==> config.mk <==
export PLATFORM = sky130hd
export DESIGN_NAME = rf_writeback_arbiter_flat
export DESIGN_NICKNAME = d
export VERILOG_FILES = /design/src/rtl/rf_writeback_arbiter_if.sv /design/src/rtl/rf_writeback_arbiter.sv /design/src/flat_wrapper.sv
export SDC_FILE = /design/constraint.sdc
export NUM_CORES = 1
export LEC_CHECK = 0
export CAP_MARGIN = 20
export CORE_MARGIN = 5
export CORE_UTILIZATION = 35
export CTS_BUF_LIST = sky130_fd_sc_hd__clkbuf_8
export CTS_CLUSTER_DIAMETER = 40
export CTS_CLUSTER_SIZE = 12
export DETAILED_ROUTE_END_ITERATION = 16
export PLACE_DENSITY = 0.49
export RECOVER_POWER = 100
export SYNTH_ARGS = -nofsm -noshare
export SYNTH_HDL_FRONTEND = slang
export SYNTH_SLANG_ARGS = --single-unit
==> constraint.sdc <==
create_clock -name clk_i -period 12.9 [get_ports clk_i]
set_clock_uncertainty 0.05 [all_clocks]
set_input_delay 2.58 -clock clk_i [delete_from_list [all_inputs] [get_ports clk_i]]
set_output_delay 2.58 -clock clk_i [all_outputs]
set_load 0.02 [all_outputs]
==> src/rtl/rf_writeback_arbiter_if.sv <==
// Result-collection and RF write-port bundle for the write-side front end of the register file.
// The master side is the producers plus the register file. The slave side is the arbiter.
interface rf_writeback_arbiter_if #(
   parameter int WORD_WIDTH    = 8,
   parameter int ADDRESS_WIDTH = 3,
   parameter int SOURCES       = 4,
   parameter int WRITE_PORTS   = 2
);
   logic [SOURCES-1:0]                        src_valid_i;
   logic [SOURCES-1:0]                        src_ready_o;
   logic [SOURCES-1:0][ADDRESS_WIDTH-1:0]     src_addr_i;
   logic [SOURCES-1:0][WORD_WIDTH-1:0]        src_data_i;
   logic [WRITE_PORTS-1:0][ADDRESS_WIDTH-1:0] select_r_o;
   logic [WRITE_PORTS-1:0][WORD_WIDTH-1:0]    data_o;
   logic [WRITE_PORTS-1:0]                    enable_writing_o;

   modport master (
      output src_valid_i, src_addr_i, src_data_i,
      input  src_ready_o, select_r_o, data_o, enable_writing_o
   );

   modport slave (
      input  src_valid_i, src_addr_i, src_data_i,
      output src_ready_o, select_r_o, data_o, enable_writing_o
   );
endinterface

==> src/rtl/rf_writeback_arbiter.sv <==
// Per-source result FIFOs feeding a round-robin, address-conflict-free arbiter
// that drives WRITE_PORTS registered register-file write ports.
module rf_writeback_arbiter #(
   parameter int WORD_WIDTH    = 8,
   parameter int ADDRESS_WIDTH = 3,
   parameter int SOURCES       = 4,
   parameter int WRITE_PORTS   = 2,
   parameter int DEPTH         = 2
) (
   input  logic                 clk_i,
   input  logic                 rst_i,
   rf_writeback_arbiter_if.slave wb,
   output logic                 idle_o
);
   localparam int PTR_W = $clog2(DEPTH);
   localparam int CNT_W = $clog2(DEPTH + 1);
   localparam int SRC_W = (SOURCES > 1) ? $clog2(SOURCES) : 1;

   logic [SOURCES-1:0][DEPTH-1:0][ADDRESS_WIDTH-1:0] fifo_addr;
   logic [SOURCES-1:0][DEPTH-1:0][WORD_WIDTH-1:0]    fifo_data;
   logic [SOURCES-1:0][PTR_W-1:0]                    rd_ptr;
   logic [SOURCES-1:0][PTR_W-1:0]                    wr_ptr;
   logic [SOURCES-1:0][CNT_W-1:0]                    count;
   logic [SOURCES-1:0][CNT_W-1:0]                    count_next;
   logic [SRC_W-1:0]                                 rr_ptr;
   logic [SRC_W-1:0]                                 rr_next;
   logic [SOURCES-1:0]                               ready;
   logic [SOURCES-1:0]                               push;
   logic [SOURCES-1:0]                               pop;
   logic [WRITE_PORTS-1:0]                           grant_en;
   logic [WRITE_PORTS-1:0][ADDRESS_WIDTH-1:0]        grant_addr;
   logic [WRITE_PORTS-1:0][WORD_WIDTH-1:0]           grant_data;

   // Ready depends only on registered occupancy, so a full FIFO never takes a same-cycle bypass.
   always_comb begin
      ready = '0;
      push  = '0;
      for (int s = 0; s < SOURCES; s++) begin
         ready[s] = (count[s] < CNT_W'(DEPTH)) && !rst_i;
         push[s]  = wb.src_valid_i[s] && ready[s];
      end
   end

   assign wb.src_ready_o = ready;

   // Scan heads from rr_ptr; a head whose address is already granted this cycle waits in place.
   always_comb begin
      logic [SRC_W-1:0] s;
      logic             clash;
      int               n;
      pop        = '0;
      grant_en   = '0;
      grant_addr = '0;
      grant_data = '0;
      rr_next    = rr_ptr;
      s          = '0;
      clash      = 1'b0;
      n          = 0;
      for (int i = 0; i < SOURCES; i++) begin
         s = SRC_W'((int'(rr_ptr) + i) % SOURCES);
         if (count[s] != '0 && n < WRITE_PORTS) begin
            clash = 1'b0;
            for (int k = 0; k < WRITE_PORTS; k++) begin
               if (k < n && grant_addr[k] == fifo_addr[s][rd_ptr[s]]) clash = 1'b1;
            end
            if (!clash) begin
               for (int k = 0; k < WRITE_PORTS; k++) begin
                  if (k == n) begin
                     grant_en[k]   = 1'b1;
                     grant_addr[k] = fifo_addr[s][rd_ptr[s]];
                     grant_data[k] = fifo_data[s][rd_ptr[s]];
                  end
               end
               pop[s]  = 1'b1;
               n       = n + 1;
               rr_next = (s == SRC_W'(SOURCES - 1)) ? '0 : s + SRC_W'(1);
            end
         end
      end
   end

   always_comb begin
      count_next = count;
      for (int s = 0; s < SOURCES; s++) begin
         case ({push[s], pop[s]})
            2'b10:   count_next[s] = count[s] + CNT_W'(1);
            2'b01:   count_next[s] = count[s] - CNT_W'(1);
            default: count_next[s] = count[s];
         endcase
      end
   end

   always_ff @(posedge clk_i) begin
      for (int s = 0; s < SOURCES; s++) begin
         if (push[s]) begin
            fifo_addr[s][wr_ptr[s]] <= wb.src_addr_i[s];
            fifo_data[s][wr_ptr[s]] <= wb.src_data_i[s];
         end
      end
   end

   // Output register stage: granted heads leave the FIFOs and appear on the write ports.
   always_ff @(posedge clk_i) begin
      if (rst_i) begin
         rd_ptr              <= '0;
         wr_ptr              <= '0;
         count               <= '0;
         rr_ptr              <= '0;
         wb.enable_writing_o <= '0;
         wb.select_r_o       <= '0;
         wb.data_o           <= '0;
         idle_o              <= 1'b1;
      end else begin
         for (int s = 0; s < SOURCES; s++) begin
            if (push[s]) wr_ptr[s] <= wr_ptr[s] + PTR_W'(1);
            if (pop[s])  rd_ptr[s] <= rd_ptr[s] + PTR_W'(1);
         end
         count               <= count_next;
         rr_ptr              <= rr_next;
         wb.enable_writing_o <= grant_en;
         wb.select_r_o       <= grant_addr;
         wb.data_o           <= grant_data;
         idle_o              <= (count_next == '0) && (grant_en == '0);
      end
   end
endmodule

==> src/flat_wrapper.sv <==
// flat-port wrapper written by rule: the top's interface ports become plain ports
module rf_writeback_arbiter_flat 
#(
   parameter int WORD_WIDTH    = 8,
   parameter int ADDRESS_WIDTH = 3,
   parameter int SOURCES       = 4,
   parameter int WRITE_PORTS   = 2,
   parameter int DEPTH         = 2
)
  (clk_i, rst_i, idle_o, wb_src_valid_i, wb_src_addr_i, wb_src_data_i, wb_src_ready_o, wb_select_r_o, wb_data_o, wb_enable_writing_o);
  rf_writeback_arbiter_if #(.WORD_WIDTH(WORD_WIDTH), .ADDRESS_WIDTH(ADDRESS_WIDTH), .SOURCES(SOURCES), .WRITE_PORTS(WRITE_PORTS)) wb_i ();
  input  logic clk_i;
  input  logic rst_i;
  output logic idle_o;
  input wire logic [$bits(wb_i.src_valid_i)-1:0] wb_src_valid_i;
  input wire logic [$bits(wb_i.src_addr_i)-1:0] wb_src_addr_i;
  input wire logic [$bits(wb_i.src_data_i)-1:0] wb_src_data_i;
  output wire logic [$bits(wb_i.src_ready_o)-1:0] wb_src_ready_o;
  output wire logic [$bits(wb_i.select_r_o)-1:0] wb_select_r_o;
  output wire logic [$bits(wb_i.data_o)-1:0] wb_data_o;
  output wire logic [$bits(wb_i.enable_writing_o)-1:0] wb_enable_writing_o;
  assign wb_i.src_valid_i = wb_src_valid_i;
  assign wb_i.src_addr_i = wb_src_addr_i;
  assign wb_i.src_data_i = wb_src_data_i;
  assign wb_src_ready_o = wb_i.src_ready_o;
  assign wb_select_r_o = wb_i.select_r_o;
  assign wb_data_o = wb_i.data_o;
  assign wb_enable_writing_o = wb_i.enable_writing_o;
  rf_writeback_arbiter #(.WORD_WIDTH(WORD_WIDTH), .ADDRESS_WIDTH(ADDRESS_WIDTH), .SOURCES(SOURCES), .WRITE_PORTS(WRITE_PORTS), .DEPTH(DEPTH)) u_core (.clk_i(clk_i), .rst_i(rst_i), .wb(wb_i), .idle_o(idle_o));
endmodule
==> metrics.txt <==
crit path DAT roughly 9.6 ns; cell internal pwr ~1.3 mW; # port buffers about 80; post-synthesis cell type count 58; Setup crit start kind register; Switching Power around 1.2 mW; Die Ht between 150 and 200 µm; Synth Instances approximately 700; post-DR vias/cell a little under 6; Peak supply drop between 0.1 and 0.15 mV; Final HPWL DP between 15 and 20 mm; Ys Warns 0; global placement routability congestion 0.863; synthesized net count between 700 and 800; Congestion Overflow GR 0; Top FF cell, synth edfxtp_1; worst min path class register to register; Fmax achieved around 110 MHz; overall power roughly 2.6 mW; worst skew pair latency between 0.4 and 0.5 ns; die area 26900 µm²; CP max FO 44; Die Span X roughly 160 µm; final net count ~800; most frequent cells in the layout 88 x mux4_2, 88 x edfxtp_1, 73 x dlygate4sd3_1; wire length per cell 23.7 µm; Fin. Hold Viols 0; met2 wire length 12.0 mm; DP Worst Slack between 6 and 7 ns; post-synthesis register bit count 131; Comb pwr share approximately 64%; Antenna Violating Nets Remaining 0; total number of vias between 6000 and 7000; vias in the first global route 6316; switching part of the total roughly half; metal1 wirelength 10.7 mm; DRC violation count after routing 0; # hold bufs at CTS 0; Iter 0 DRT Violations 479; initial antenna violation count 0; Antenna diodes 0; syn avg cell area 12.1 µm²; initial cell density of the core between 30 and 40%; Critical Path End Type register; num rows 56; DRT Pass-1 Iters 5; setup TNS 0 ns; first-pass GRT wire length approximately 38 mm; CP Data Required Time 13.15 ns; Syn-to-layout area delta 16.4%; Final period util between 70% and 80%; H-tree depth 4; setup violators final 0; clock power share around 14%; CTS tree done; max-cap viol count 7; Clock Path Buffers 2; sequential share of power roughly 22%; largest net degree at the start of global routing 58; share of cells above drive strength 1 a little under a fifth; Met3 Wirelength between 1.5 and 2 mm; failing checks capacitance limit, slew limit; worst rel slew slack -70.6%; Pwr Density approximately 260 nW/µm²; fin crit period around 9.3 ns; part of the Yosys area used for sequential elements 42.3%; Top Metal Used met4; P_leak about 3.2 nW; Final Max Tran Viols between 150 and 200; Core Region between 20000 and 25000 µm²; cts repair resizes 0; final worst setup slack between 3 and 4 ns; CTS Sinks about 130; number of flops mapped to enable cells by yosys just under 90; Worst Path Class, Setup register to register; synthesized cell area a little over 8000 µm²; total wire length 25.4 mm; CTS clk-pin slew, worst paths 0.08 ns; setup repair after global routing missed its margin no; status complete, but fails checks; worst-margin pin slew ~2.6 ns; GRT Util Overall 19.0%; postcts setup bufs 0; async set or reset register ratio after synthesis 0%; I/O Pins about 80; CTS Buf Count 17; CTS Root Cell clkbuf_8
[area by class of cell]
cell class	instances	area, µm²
clock buffer	17	234
timing repair buffer	86	821
fill	2236	13800
sequential	131	3500
clock inverter	15	158
multi-input combinational	487	4480
inverter	16	60.1
tap	319	399
[cell usage after synthesis (6+ instances only)]
cell type,instances,area (µm²)
mux4_2,88,1980
clkbuf_1,20,75.1
inv_1,15,56.3
nor3_1,8,40.0
and3_1,7,43.8
nor2b_1,10,62.6
buf_1,13,48.8
edfxtp_1,88,2640
nor4_1,7,43.8
a32oi_1,6,52.6
buf_2,11,55.1
xor2_1,9,78.8
nand2_1,57,214
dfxtp_1,43,861
or2_2,6,37.5
ha_1,10,125
o2bb2ai_1,12,105
a21oi_1,53,265
mux2i_1,27,270
nor2_1,61,229
xnor2_1,12,105
nand3_1,8,40.0
o21ai_0,27,135
[worst paths after layout]
kind / from / endpoint / slack (ns) / cells past startpoint
hold / removal: u_core.wr_ptr[1]$_SDFFE_PP0P_ / u_core.wr_ptr[1]$_SDFFE_PP0P_ / 0.49 / 2
setup reg to reg: u_core.rr_ptr[0]$_SDFFE_PP0P_ / u_core.wb.select_r_o[4]$_SDFF_PP0_ / 3.60 / 11
hold reg to reg: u_core.wr_ptr[1]$_SDFFE_PP0P_ / u_core.wr_ptr[1]$_SDFFE_PP0P_ / 0.49 / 2
setup / recovery: u_core.rr_ptr[0]$_SDFFE_PP0P_ / u_core.wb.select_r_o[4]$_SDFF_PP0_ / 3.60 / 11
[layer usage]
metal  global-route usage, %  vias to the layer above
met4                    7.85                        0
met2                    30.2                      306
met5                       0                        -
met1                    25.3                     3168
li1                        -                     2793
met3                    4.24                       36
[power by group through the flow]
stage                     logic, mW  registers [mW]  clock network [mW]
final                          1.63           0.572               0.354
after global placement         1.61           0.579                   0
after CTS                      1.64           0.572               0.362
after detailed placement       1.63           0.582                   0
after floorplan                1.19           0.573                   0
after global routing           1.75           0.580               0.380
[registers in the layout, summed over array words and instances (netlist names)]
signal                      cells
u_core.fifo_addr               24
u_core.fifo_data               64
u_core.wb.enable_writing_o      2
u_core.wr_ptr                   4
u_core.rr_ptr                   2
u_core.wb.select_r_o            6
u_core.count                    8
u_core.rd_ptr                   4
u_core.wb.data_o               16
u_core.idle_o                   1
[critical path, cell delays in order, from the launching register on]
cell and delay [ns]:
dfxtp_1 1.71, clkinv_1 0.35, ha_1 0.57, clkbuf_1 1.03, mux4_2 0.91, mux4_2 0.43
xor2_1 0.18, nand3_1 0.37, o21ai_0 1.51, nand2_1 0.11, nor3_1 1.56, o2bb2ai_1 0.35
[logic make-up after synthesis]
family / Yosys count / synth area share, %
compound gates: 139 / 10.9
buf+inv: 67 / 3.65
simple gates: 194 / 11.2
flops: 131 / 42.3
mux: 123 / 28.2
fa+ha+maj: 10 / 1.51
xor+xnor: 21 / 2.22
[metrics by stage]
step / hold WS (ns) / utilization [%] / instance area [µm²] / std cells
floorplan: 0.443 / - / 8290 / 685
global placement: 0.481 / 39.6 / 9280 / 1036
detailed placement: 0.488 / 39.8 / 9320 / 1039
CTS: 0.510 / 41.5 / 9720 / 1071
global route: 0.523 / 41.2 / 9650 / 1071
finish: 0.492 / 41.2 / 9650 / 1071
Power figures use the tool's default switching activity.
==> RTL edit 1 (same flow settings) <==
Make the reset (`rst_i`) asynchronous in one clocked block.
--- a/src/rtl/rf_writeback_arbiter.sv
+++ b/src/rtl/rf_writeback_arbiter.sv
@@ -102,3 +102,3 @@
    // Output register stage: granted heads leave the FIFOs and appear on the write ports.
-   always_ff @(posedge clk_i) begin
+   always_ff @(posedge clk_i or posedge rst_i) begin
       if (rst_i) begin
Behaviour: not the same (a bounded check fails within 4 cycles, from zero or initial values and one cycle with rst_i high; the reset may be asserted at any time).
==> RTL edit 1 against the unedited design <==
- the flow still finishes with violations (max-capacitance violations, max-slew violations)
- synthesized cell count shrank 19%
- final cell count is 14% lower
- synthesized area decreased by 4.9%
- worst setup slack gained 480 ps
- sequential cell count did not move
- via count fell by 16%
- worst hold slack lost 51 ps
- routed wire length decreased by 14%
- critical path type unchanged
- design area fell by 3.7%
Power is left out: the tool's default activity adds up to more than one toggle a clock period on the data nets, which glitch-free logic cannot reach.
==> RTL edit 1: results (changes against the unedited design) <==
stage,metric,value,unit,change
outcome,status,"finished, violations left",,unchanged
outcome,violations,"max-capacitance violations, max-slew violations",,unchanged
yosys,yosys-top-cells-count,"edfxtp_1, mux4_2, mux2i_1",,"was edfxtp_1, mux4_2, nor2_1"
placement,dp_hpwl,15.1,mm,was 17.0 mm
yosys,synth_xor_area_frac,0.0300,,was 0.0222
yosys,synthAdderAreaFrac,0.0159,,was 0.0151
worst_setup_path,crit_family,buffers and inverters,,was simple AND/OR/NAND/NOR gates
global_routing,grt_pass1_vias,5573,,was 6316
route,vias_per_cell,5.75,,was 5.89
global_routing,grt_util_met1,0.234,,was 0.253
yosys,synth-seq-area-share,0.472,,was 0.423
route,met3_length,1.08,mm,was 1.92 mm
yosys,syn-num-nets,612,,was 745
job,cap_viol_max_count,5,,was 7
yosys,synth_compound_area_frac,0.0760,,was 0.109
placement,place.gp.congestion,0.889,,was 0.863
global_routing,grt_pass1_wl,34.1,mm,was 38.0 mm
route,wirelength,22.0,mm,was 25.4 mm
clock_network,path_clk_slew,90,ps,
yosys,async_flop_share,0.328,,was 0
global_routing,met2_usage,0.288,,was 0.302
timing,tightest_slew,3090,ps,was 2560 ps
route,drt-initial-drc-count,425,,was 479
layout,fin_nets,683,,was 799
yosys,synth_mux_area_frac,0.301,,was 0.282
worst_setup_path,cp_max_fo,41,,was 44
worst_setup_path,crit_start,u_core.rr_ptr[0]$_DFFE_PP0P_,,was u_core.rr_ptr[0]$_SDFFE_PP0P_
worst_setup_path,r2r-end,u_core.idle_o$_DFF_PP1_,,was u_core.wb.select_r_o[4]$_SDFF_PP0_
clock_network,clk_path_buf_depth,2,,unchanged
worst_setup_path,critPathMaxStageDelay,2190,ps,was 1710 ps
yosys,synthTopCellsByArea,"edfxtp_1, mux4_2, dfrtp_1, mux2i_1, xnor2_1",,"was edfxtp_1, mux4_2, dfxtp_1, mux2i_1, a21oi_1"
route,wl_met2,10.7,mm,was 12.0 mm
global_routing,grt.met3_usage,0.0312,,was 0.0424
global_routing,track_usage,0.175,,was 0.190
layout,fillers,2094,,was 2236
worst_hold_path,worstHoldStart,u_core.wr_ptr[2]$_DFFE_PP0P_,,was u_core.wr_ptr[1]$_SDFFE_PP0P_
worst_hold_path,whs_path_depth,1,,was 2
worst_hold_path,holdPathEnd,u_core.wr_ptr[2]$_DFFE_PP0P_,,was u_core.wr_ptr[1]$_SDFFE_PP0P_
worst_setup_path,crit_path_end_kind,register,,unchanged
worst_setup_path,arrival,9130,ps,was 9550 ps
layout,drive_gt1_frac,0.226,,was 0.185
worst_setup_path,rr_worst_depth,17,,was 11
route,met1Wirelength,9.69,mm,was 10.7 mm
route,top_layer_used,met4,,unchanged
layout,antenna_cells,0,,unchanged
timing,slew_violations,148,,was 160
worst_hold_path,hp-class,register to register,,unchanged
worst_setup_path,r2r_slack,4080,ps,was 3600 ps
yosys,yosysUniqueCellTypes,63,,was 58
global_routing,antenna_found_initial,0,,unchanged
worst_setup_path,cp_slowest_cell,clkbuf_1,,was dfxtp_1
clock_network,cts-resized-gates,0,,unchanged
global_routing,grt_max_degree,46,,was 58
RTL edit 1: cell count changes after synthesis, sizes merged, moves of 7 or more:
cell,change
o2bb2ai,-12
xnor2,+7
dfrtp,+42
o22a,+7
dfxtp,-43
o21ai,-13
mux4,-13
nand2,-28
inv,-9
clkbuf,-11
nor2,-35
mux2i,+29
o22ai,+8
a21oi,-33
RTL edit 1: cells by family (layout without fill, tap and decap cells):
| kind of cell | Yosys count | after routing |
|---|---|---|
| and+or+nand+nor | 116 | 116 |
| buffers and inverters | 44 | 128 |
| DFF | 131 | 131 |
| muxes | 141 | 141 |
| adders and majority gates | 10 | 10 |
| AOI/OAI and AO/OA | 83 | 83 |
| xor gates and xnor gates | 27 | 27 |
RTL edit 1: cell type report:
type	instances	area (µm²)	area share
multi-input combinational	377	3930	0.423
sequential	131	3720	0.400
timing repair buffer	88	837	0.0901
tap	285	357	0.0384
clock buffer	17	234	0.0252
clock inverter	15	181	0.0195
inverter	8	30.0	0.00323
RTL edit 1: per-stage QoR:
| stage | instance area, µm² | setup WS [ps] | std cells | utilization | hold slack (ps) |
|---|---|---|---|---|---|
| 2_1_floorplan | 7880 | 7360 | 552 | - | 410 |
| 3_3_place_gp | 8890 | 6310 | 887 | 0.396 | 446 |
| 3_5_place_dp | 8910 | 6310 | 888 | 0.397 | 447 |
| 4_1_cts | 9320 | 6310 | 920 | 0.416 | 462 |
| 5_1_grt | 9290 | 3150 | 921 | 0.414 | 456 |
| 6_report | 9290 | 4080 | 921 | 0.414 | 441 |
==> RTL edit 2 (same settings) <==
Made on the original files. `WORD_WIDTH` is set to 8 in 3 places; all go to 7.
--- a/src/rtl/rf_writeback_arbiter_if.sv
+++ b/src/rtl/rf_writeback_arbiter_if.sv
@@ -3,3 +3,3 @@
 interface rf_writeback_arbiter_if #(
-   parameter int WORD_WIDTH    = 8,
+   parameter int WORD_WIDTH    = 7,
    parameter int ADDRESS_WIDTH = 3,
--- a/src/rtl/rf_writeback_arbiter.sv
+++ b/src/rtl/rf_writeback_arbiter.sv
@@ -3,3 +3,3 @@
 module rf_writeback_arbiter #(
-   parameter int WORD_WIDTH    = 8,
+   parameter int WORD_WIDTH    = 7,
    parameter int ADDRESS_WIDTH = 3,
--- a/src/flat_wrapper.sv
+++ b/src/flat_wrapper.sv
@@ -3,3 +3,3 @@
 #(
-   parameter int WORD_WIDTH    = 8,
+   parameter int WORD_WIDTH    = 7,
    parameter int ADDRESS_WIDTH = 3,
Interface: changed (resized wb_data_o and wb_src_data_i); port bits go from 79 to 73. The function was not compared with the original's and may differ.
==> RTL edit 2 against the unedited design <==
- the flow still finishes with violations (max-capacitance violations, max-slew violations)
- worst hold slack got worse by 2.3 ps
- sequential power decreased by 8.7%
- routed wire length is 12% lower
- worst setup slack gained 450 ps
- sequential cell count shrank 10
- synthesized cell count is 9.9% lower
- design area fell by 9.7%
- sequential share of layout area up 0.65 points
- combinational power decreased by 15%
- synthesized area shrank 10%
- total power decreased by 11%
- clock power grew 3%
- largest cell class unchanged
==> RTL edit 2: results (changes against the unedited design) <==
stage,metric,value,unit,change
outcome,status,"finished, violations left",,unchanged
worst_setup_path,r2r_slack,4050,ps,was 3600 ps
yosys,synthTopCellsByArea,"edfxtp_1, mux4_2, dfxtp_1, mux2i_1, nor2_1",,"was edfxtp_1, mux4_2, dfxtp_1, mux2i_1, a21oi_1"
global_routing,grt_pass1_vias,5688,,was 6316
global_routing,track_usage,0.189,,was 0.190
timing,tightest_slew,2740,ps,was 2560 ps
layout,fin_nets,729,,was 799
worst_hold_path,holdPathEnd,u_core.wr_ptr[3]$_SDFFE_PP0P_,,was u_core.wr_ptr[1]$_SDFFE_PP0P_
worst_hold_path,worstHoldStart,u_core.wr_ptr[3]$_SDFFE_PP0P_,,was u_core.wr_ptr[1]$_SDFFE_PP0P_
power,p_leak,0.00307,µW,was 0.00323 µW
placement,place_ws,6250,ps,was 6120 ps
route,routedWlPerCell,23.2,µm,was 23.7 µm
route,wl_met2,10.6,mm,was 12.0 mm
worst_setup_path,critPathMaxStageDelay,1650,ps,was 1710 ps
placement,port_buffers,72,,was 78
timing,fin_crit_sh,0.686,,was 0.721
timing,slew_violations,135,,was 160
clock_network,cts-buffers-inserted,17,,unchanged
route,met1Wirelength,9.94,mm,was 10.7 mm
worst_setup_path,crit_family,buffers and inverters,,was simple AND/OR/NAND/NOR gates
worst_setup_path,r2r-end,u_core.idle_o$_SDFF_PP1_,,was u_core.wb.select_r_o[4]$_SDFF_PP0_
yosys,syn-num-nets,673,,was 745
job,cap_viol_max_count,6,,was 7
global_routing,grt_pass1_wl,34.4,mm,was 38.0 mm
placement,dp_hpwl,15.3,mm,was 17.0 mm
worst_setup_path,cp_max_fo,34,,was 44
placement,place.gp.congestion,0.860,,was 0.863
layout,fillers,2038,,was 2236
clock_network,path_clk_slew,80,ps,about the same
yosys,synth-seq-area-share,0.434,,was 0.423
floorplanning,die_area,0.0242,mm²,was 0.0269 mm²
route,drt-initial-drc-count,436,,was 479
yosys,yosysUniqueCellTypes,65,,was 58
yosys,yosys-top-cells-count,"edfxtp_1, nor2_1, nand2_1",,"was edfxtp_1, mux4_2, nor2_1"
power,vdd_drop_max,0.138,mV,was 0.111 mV
layout,drive_gt1_frac,0.162,,was 0.185
clock_network,cts_setup_buffers,0,,unchanged
outcome,violations,"max-capacitance violations, max-slew violations",,unchanged
global_routing,grt_max_degree,52,,was 58
layout,largest_reg_flops,56,,was 64
route,met3_length,1.12,mm,was 1.92 mm
yosys,synth-edff-count,80,,was 88
-- RTL edit 2: changes by cell type after synthesis, sizes merged, moves of 9 or more --
cell,before,now
mux4,88,62
mux2i,27,50
o21ai,28,9
a21oi,53,41
inv,16,4
o2bb2ai,12,0
a22oi,0,9
nor3,12,3
-- RTL edit 2: cell type report --
cell class              instances  area [µm²]  area share
clock buffers                  18         248      0.0284
clock inverters                14         171      0.0197
inverters                       4        15.0     0.00172
multi-input cells             451        3960       0.454
flip-flops and latches        121        3220       0.370
well taps                     275         344      0.0395
repair buffers                 78         756      0.0867
-- RTL edit 2: how the worst max path moves through the flow --
stage	start	endpoint	slack, ps
3_5_place_dp	rst_i	wb_src_ready_o[2]	6250
5_1_grt	u_core.rr_ptr[0]$_SDFFE_PP0P_	u_core.idle_o$_SDFF_PP1_	3220
6_report	u_core.rr_ptr[0]$_SDFFE_PP0P_	u_core.idle_o$_SDFF_PP1_	4050
2_1_floorplan	rst_i	wb_src_ready_o[0]	7180
4_1_cts	rst_i	wb_src_ready_o[3]	6230
3_3_place_gp	rst_i	wb_src_ready_o[1]	6260
-- RTL edit 2: cell families after synthesis --
| kind of cell | synth area share |
|---|---|
| buf+inv | 0.0308 |
| mux | 0.262 |
| flops | 0.434 |
| simple gates | 0.119 |
| fa+ha+maj | 0.0168 |
| compound gates | 0.106 |
| xor+xnor | 0.0317 |
-- RTL edit 2: power breakdown --
| part | switching, µW | internal [µW] | total [µW] |
|---|---|---|---|
| Combinational | 814 | 573 | 1390 |
| Sequential | 54.3 | 468 | 522 |
| Clock | 169 | 197 | 366 |
-- RTL edit 2: stage by stage --
step	cell area [µm²]	cells	total power [µW]	hold WS [ps]	util
2_1_floorplan	7430	617	1560	443	-
3_3_place_gp	8340	929	1920	484	0.398
3_5_place_dp	8340	929	1930	496	0.398
4_1_cts	8760	961	2300	514	0.418
5_1_grt	8720	961	2430	518	0.416
6_report	8720	961	2280	490	0.416
-- RTL edit 2: worst register-to-register path, delay by kind of cell (launching register included) --
family	cells	cell delay, ps
AO/OA/AOI/OAI	3	1670
XOR/XNOR	1	160
adder cells (fa/ha/maj)	2	980
buffers and inverters	4	2230
flip-flops	1	1650
multiplexers	1	550
AND/OR/NAND/NOR	6	1490
-- RTL edit 2: per-layer routing --
layer | track usage | vias up
met2 | 0.303 | 198
met4 | 0.0709 | 0
met3 | 0.0352 | 41
met5 | 0 | -
li1 | - | 2520
met1 | 0.255 | 2770
